==> src/rtl/bet_pkg.sv <==
// Shared definitions for the bet ledger and the keyboard-to-bet decoder.
package bet_pkg;

   // Control opcodes at the default 6-bit opcode width
   localparam logic [5:0] SPIN_OP_DEF = 6'b111110;
   localparam logic [5:0] NOP_OP_DEF  = 6'b111111;

   // Bet opcodes produced by the keyboard-to-bet decoder
   localparam logic [5:0] OP_STRAIGHT_0 = 6'd0;
   localparam logic [5:0] OP_STRAIGHT_36 = 6'd36;
   localparam logic [5:0] OP_RED        = 6'd37;
   localparam logic [5:0] OP_BLACK      = 6'd38;
   localparam logic [5:0] OP_EVEN       = 6'd39;
   localparam logic [5:0] OP_ODD        = 6'd40;
   localparam logic [5:0] OP_LOW        = 6'd41;
   localparam logic [5:0] OP_HIGH       = 6'd42;

   // Ledger FSM: OPEN takes bets, LOCKED holds them through a spin, CLEAR wipes
   typedef enum logic [1:0] {
      ST_OPEN   = 2'd0,
      ST_LOCKED = 2'd1,
      ST_CLEAR  = 2'd2
   } bet_state_e;

   // Stored entry is {colour tag, opcode}
   function automatic int entry_w(input int colw, input int opw);
      return colw + opw;
   endfunction

endpackage

==> src/rtl/bet_skip_filter.sv <==
// Drops the duplicate key events that follow each considered keypress.
module bet_skip_filter #(
   parameter int SKIP = 1
) (
   input  logic clock,
   input  logic reset,
   input  logic enable,
   input  logic clear,
   input  logic rx_valid,
   output logic considered
);

   logic [2:0] skip_cnt;

   // An event is only looked at once the previous keypress's duplicates are gone
   assign considered = enable && rx_valid && (skip_cnt == 3'd0);

   // Count down duplicates; reload after every considered event; frozen while disabled
   always_ff @(posedge clock) begin
      if (reset || clear)
         skip_cnt <= 3'd0;
      else if (enable && rx_valid)
         skip_cnt <= (skip_cnt != 3'd0) ? skip_cnt - 3'd1 : 3'(SKIP);
   end

endmodule

==> src/rtl/bet_ledger.sv <==
// Bet recorder: captures colour-tagged opcodes, locks during a spin, clears after.
module bet_ledger
   import bet_pkg::*;
#(
   parameter int             SLOTS   = 12,
   parameter int             OPW     = 6,
   parameter int             COLW    = 2,
   parameter int             SKIP    = 1,
   parameter logic [OPW-1:0] SPIN_OP = {{(OPW-1){1'b1}}, 1'b0},
   parameter logic [OPW-1:0] NOP_OP  = {OPW{1'b1}}
) (
   input  logic                               clock,
   input  logic                               reset,
   input  logic                               rx_valid,
   input  logic [OPW-1:0]                     rx_opcode,
   input  logic [2:0]                         color,
   input  logic                               spin_done,
   input  logic [5:0]                         rd_idx,
   output logic [entry_w(COLW, OPW)-1:0]       rd_data,
   output logic [SLOTS*entry_w(COLW, OPW)-1:0] bets_flat,
   output logic [5:0]                         count,
   output logic                               full,
   output logic                               spin_start,
   output logic                               locked
);

   localparam int EW = entry_w(COLW, OPW);

   bet_state_e    state;
   logic          considered;
   logic          clear;
   logic          is_spin;
   logic          is_nop;
   logic          wr_en;
   logic          spin_req;
   logic [EW-1:0] entry;
   logic [EW-1:0] slot_q [SLOTS];

   assign clear    = (state == ST_CLEAR);
   assign locked   = (state != ST_OPEN);
   assign full     = (count == 6'(SLOTS));
   assign is_spin  = (rx_opcode == SPIN_OP);
   assign is_nop   = (rx_opcode == NOP_OP);
   assign entry    = {color[COLW-1:0], rx_opcode};
   // A bet needs a chip on the sensor and a free slot; control opcodes never store
   assign wr_en    = considered && !is_spin && !is_nop && (color != 3'd0) && !full;
   // A spin on an empty bank is meaningless and is ignored
   assign spin_req = considered && is_spin && (count != 6'd0);

   bet_skip_filter #(.SKIP(SKIP)) u_skip (
      .clock      (clock),
      .reset      (reset),
      .enable     (state == ST_OPEN),
      .clear      (clear),
      .rx_valid   (rx_valid),
      .considered (considered)
   );

   // Round sequencing and the registered spin grant pulse
   always_ff @(posedge clock) begin
      if (reset) begin
         state      <= ST_OPEN;
         spin_start <= 1'b0;
      end else begin
         spin_start <= spin_req;
         unique case (state)
            ST_OPEN:   if (spin_req)  state <= ST_LOCKED;
            ST_LOCKED: if (spin_done) state <= ST_CLEAR;
            ST_CLEAR:                 state <= ST_OPEN;
            default:                  state <= ST_OPEN;
         endcase
      end
   end

   // Occupancy doubles as the next write pointer; slots fill in order, no wrap
   always_ff @(posedge clock) begin
      if (reset || clear)
         count <= 6'd0;
      else if (wr_en)
         count <= count + 6'd1;
   end

   for (genvar g = 0; g < SLOTS; g++) begin : g_slot
      // Write-once slot: loaded only when it is the next free position
      always_ff @(posedge clock) begin
         if (reset || clear)
            slot_q[g] <= '0;
         else if (wr_en && (count == 6'(g)))
            slot_q[g] <= entry;
      end
      assign bets_flat[g*EW +: EW] = slot_q[g];
   end

   // Indexed readout; out-of-range indices read as zero
   always_comb begin
      rd_data = '0;
      for (int i = 0; i < SLOTS; i++)
         if (rd_idx == 6'(i)) rd_data = slot_q[i];
   end

endmodule

==> config.mk <==
export PLATFORM = sky130hd
export DESIGN_NAME = bet_ledger
export DESIGN_NICKNAME = d
export VERILOG_FILES = /design/src/rtl/bet_pkg.sv /design/src/rtl/bet_skip_filter.sv /design/src/rtl/bet_ledger.sv
export SDC_FILE = /design/constraint.sdc
export NUM_CORES = 1
export LEC_CHECK = 0
export CAP_MARGIN = 20
export CORE_ASPECT_RATIO = 0.6
export CORE_MARGIN = 2
export CORE_UTILIZATION = 45
export DETAILED_ROUTE_END_ITERATION = 6
export PLACE_DENSITY = 0.77
export SLEW_MARGIN = 40
export SYNTH_ARGS = -nofsm -noshare
export SYNTH_HDL_FRONTEND = slang
export SYNTH_SLANG_ARGS = --single-unit
==> constraint.sdc <==
create_clock -name clock -period 2.4 [get_ports clock]
set_input_delay 0.24 -clock clock [delete_from_list [all_inputs] [get_ports clock]]
set_output_delay 0.24 -clock clock [all_outputs]
set_load 0.01 [all_outputs]
* Word-level counts from Yosys, hierarchy flattened
Memories as Yosys holds them, arrays and structs flattened.
Index checks and enable logic that the tools add are counted.
** Storage, ports and cells
- Flip-flop bits (word level) :: 12
- Memory bits (writable) :: 96
- Input bits :: 19
- Output and inout port bits :: 113
- Word-level logic and storage cells :: 147
- Memories :: 1
** Operators by class
- $add $sub $neg :: 2
- Equal/unequal tests :: 29
- Multiplexer cells :: 66
- Bitwise gates (word level) :: 12
- Reductions and logical operators :: 33
** Memories
- slot_q :: depth 12, width 8, read ports 12, clocked after memory_dff 0, wr ports 12, line bet_ledger.sv:37 : logic [EW-1:0] slot_q [SLOTS];
** Operators with widths (number)
- $mux 8 :: 24
- $eq 6x4->1 const B :: 9
- $eq 6x3->1 const B :: 8
- $mux 1 :: 38
- $eq 6x2->1 const B :: 4
- $logic_and 1x1->1 :: 20
- $eq 6x1->1 const B :: 2
- $eq 6x6->1 const B :: 2
- $logic_not 6->1 :: 2
- $or 1x1->1 :: 12
- $add 6x1->6 const B :: 1
- $reduce_bool 3->1 :: 2
- $reduce_bool 6->1 :: 1
- $mux 2 :: 2
- $ne 2x2->1 const B :: 2
- $pmux 2 s2 :: 1
- $logic_not 1->1 :: 3
- $logic_not 3->1 :: 1
- $mux 3 :: 1
- $sub 3x1->3 const B :: 1
- $eq 2x1->1 const B :: 1
- $eq 2x2->1 const B :: 1
- $logic_not 2->1 :: 1
- $reduce_and 2->1 :: 1
- other kinds (2) :: 2

* Depth between registers and ports, before layout
- Word-level depth :: 13
- Mapped depth :: 8
- Gate-level depth less buffers :: 7

* Hierarchy
From an unflattened synthesis, not the netlist that was laid out.
** Second synthesis, totals
- Cell total of the unflattened synthesis :: 455
- Area total of the unflattened synthesis :: 5610.4 µm²
** By module, submodules not included
- bet_ledger :: instances 1, cells each 435, area an instance 5416.4 µm², seq. area each 3062.9 µm²
- bet_skip_filter :: instances 1, cells each 20, area an instance 193.9 µm², seq. area each 60.1 µm²

* Worst setup path before layout
No wires, ideal clock.
- Kind :: reg-to-reg
- Start :: register count[0]
- End :: memory slot_q[1][10] in the netlist's numbering, enable pin
- Arrival time :: 2.347 ns
- Data required time :: 2.016 ns
- Slack :: -0.331 ns
- Cell stages (with the launch flop) :: 8
- Buffers on the path :: 0
- Period minus slack after synthesis :: 2.731 ns
- Path through :: dfxtp_1 -> inv_1 -> ha_1 -> or3b_1 -> o22ai_2 -> nor4_4 -> nand2_4 -> o21ai_0
** RTL lines
- start: declaration :: line bet_ledger.sv:21 : output logic [5:0] count,
- start signal: assignment :: line bet_ledger.sv:80 : count <= count + 6'd1;
- end: declaration :: line bet_ledger.sv:37

* Worst setup path in the final report
- Start :: input port rd_idx[5]
- End :: output port rd_data[7]
** Between the ends
- Cells in the longest elaborated chain, start to end :: 13
- Elaborated cells on any way between the ends :: 24
- Classes of those cells :: 11 x eq/ne; 12 x mux; 1 x reduce/logical
** RTL lines
- start: declaration :: line bet_ledger.sv:18 : input logic [5:0] rd_idx,
- $logic_not 6->1 :: line bet_ledger.sv:98 : if (rd_idx == 6'(i)) rd_data = slot_q[i];
- $mux 8 (11 in series) :: line bet_ledger.sv:98
- $mux 8 * :: line bet_ledger.sv:98
- end: declaration :: line bet_ledger.sv:19 : output logic [entry_w(COLW, OPW)-1:0] rd_data,
Every way passes the cells marked *; elsewhere a longest branch is shown, timed or not.

==> reports/metrics.cfg <==
[synth]
synth_top_area_share=0.542
synth-simple-area-share=0.191
ys_types=52
synthCells=459
seq_area_frac_synth=0.587
syn_avg_cell_area_um2=11.6
yosysTopAreaCell=edfxtp_1
ys_ff_latch=108
synth_xor_area_frac=0.00823
synth_top_family_by_area=simple AND/OR/NAND/NOR gates
synth_fa_ha_area_frac=0.0141
synth_mux_area_frac=0.0823
syn_area_um2=5320
synth-compound-area-share=0.0849
yosys_warnings=0
synthTopCellsByArea=edfxtp_1 (54%), nor2_1 (6.9%), dfxtp_1 (4.5%)
syn-num-nets=484

[clock_network]
postCtsHoldBufs=0
cts_tree=built
worst_skew_pair.late_latency_ns=0.35
path_clk_slew_ns=0.07
cts-root-buf=clkbuf_16
cts_max_level=3
cts_max_path_buffers=2
cts_buffers=9
cts_sinks=108

[detailed_routing]
ant_nets=0
route.vias.total=4489
drt-vias-per-instance=5.54
post_drt_wl_per_cell_um=21.2
drtIter0Drc=388
drt_pre_antenna_iters=5
routed_wl_um=17200
drc=0

[worst_setup_path]
crit_arrival_ns=2.12
crit_type=primary input to output port
critical_path.max_fanout=10
slowest_stage=or4b_4
cp_num_buf_inv=3
startpoint_type=primary input
cp.required_ns=2.16
worstPathCellList=clkdlybuf4s50_1, or4b_4, buf_6, o221ai_2, a31oi_1, o21ai_1, clkdlybuf4s15_1
critPathCaptureType=output port
r2r_setup_slack_ns=0.15
crit_family=buffers and inverters
critical_path.max_stage_delay_ns=0.55

[timing]
layout_min_cycle_time_ns=2.36
holdWs_ns=0.472
grt_setup_unrepaired=no
clock.fmax_mhz=423
maxSlewHeadroom=0.611
fin_worst_skew_ns=0.00610
setup_tns_ns=0
fin_crit_sh=0.985
drv_slew=0
setup_viol=0
hold_viol=0
worstMarginPinSlew_ns=0.584

[layout]
antenna_cells=0
drive_gt1_frac=0.201
layout_common_cells=clkdlybuf4s50_1 (121), nor2_1 (98), edfxtp_1 (96), buf_4 (63), nand2_1 (34)
final_common_cell=clkdlybuf4s50_1
num-nets-final=671
syn_to_final_growth_pct=42.1
fin_cells=811

[floorplanning]
die_x_um=144
core_area_um2=11400
die-area_um2=12700
die_h_um=88.2
ioPinCount=132
initial_core_util=0.466
rows=30

[pwr]
p_total_mw=4.33
power_per_cell_area_nw_per_um2=572
p_leak_nw=2.80
ir_worst_vdd_v=0.000390

[global_route]
grt_util_all_layers=0.275
grt-ovfl-total=0
antenna_found_initial=1
grt_first_pass_wirelength_um=25100
grt_max_degree=19
grt_pass1_vias=4312

[run_status]
outcome=finished, final reports clean

[place]
gp_congestion=0.963
post-place-cells=792
io_buffers=131
dpl.hpwl_um=12900

[hold_path]
hold_path_class=primary input to flop

[run]
cap_viol_max_count=0

-- kinds of logic (layout without fill, tap and decap cells) --
kind of cell,Yosys count,in the layout
buffers and inverters,32,224
AO/OA/AOI/OAI,73,73
flip-flops,108,108
XOR/XNOR,5,5
multiplexers,33,33
AND/OR/NAND/NOR,202,202
adder cells (fa/ha/maj),6,6
-- Yosys cell counts (all sizes together) --
library cell,count
nor2,98
edfxtp,96
nand2,37
o21ai,29
and2,24
a21oi,20
mux2i,19
buf,15
dfxtp,12
inv,9
nor3,9
clkbuf,8
mux4,8
ha,6
mux2,6
nand3,6
nor2b,5
nor4,5
xnor2,5
a211oi,4
a31oi,4
nand2b,4
nand3b,3
o22ai,3
or2,3
nor3b,2
o211ai,2
or4b,2
a2111oi,1
a21o,1
a22o,1
a311oi,1
a31o,1
a41oi,1
and3,1
nand4,1
o2111ai,1
o21bai,1
o221ai,1
o2bb2ai,1
o311ai,1
or3,1
or3b,1
-- state kept, by name (all words and copies together) (netlist names) --
name / cells
u_skip.skip_cnt: 3
spin_start: 1
count: 6
state: 2
slot_q: 96
-- per-layer routing --
metal / wire, um / GRT usage
met2: 7500 / 0.419
met5: 16 / 0
met1: 7450 / 0.405
met4: 261 / 0.0627
met3: 1950 / 0.0666
-- timing repair --
item,in CTS,in global routing
setup endpoints to repair,8,6
buffers inserted,1,2
gates resized for setup,22,18
pin swaps,0,1
endpoints found under the hold margin,0,0
cloned,0,0
-- power by group --
part	total (mW)	switching, mW	internal, mW
clock	1.50	0.689	0.815
combinational	0.654	0.337	0.317
sequential	2.17	0.0532	2.12
-- stage by stage --
stage | cell area [um^2] | setup WS, ns | utilization
after floorplan | 5340 | -0.207 | -
after global placement | 7200 | -0.360 | 0.631
after detailed placement | 7200 | -0.400 | 0.631
after CTS | 7540 | -0.0285 | 0.661
after global routing | 7570 | 0.00414 | 0.663
final | 7570 | 0.0371 | 0.663
-- cell type report --
cell class                 instances  area (um^2)
timing repair buffer             199         1820
clock inverter                     7         73.8
multi-input combinational        319         2090
fill                             920         3840
clock buffer                       9          225
sequential                       108         3120
tap                              160          200
inverter                           9         33.8
-- worst paths after layout --
path | start | to | cells after the start
hold reg to reg | state[0] | state[0] | 2
setup / recovery | rd_idx[5] | rd_data[7] | 7
setup reg to reg | count[0] | slot_q[0][11] | 9
hold / removal | spin_done | state[0] | 2
Note: power is estimated with default switching activity, not from simulation.
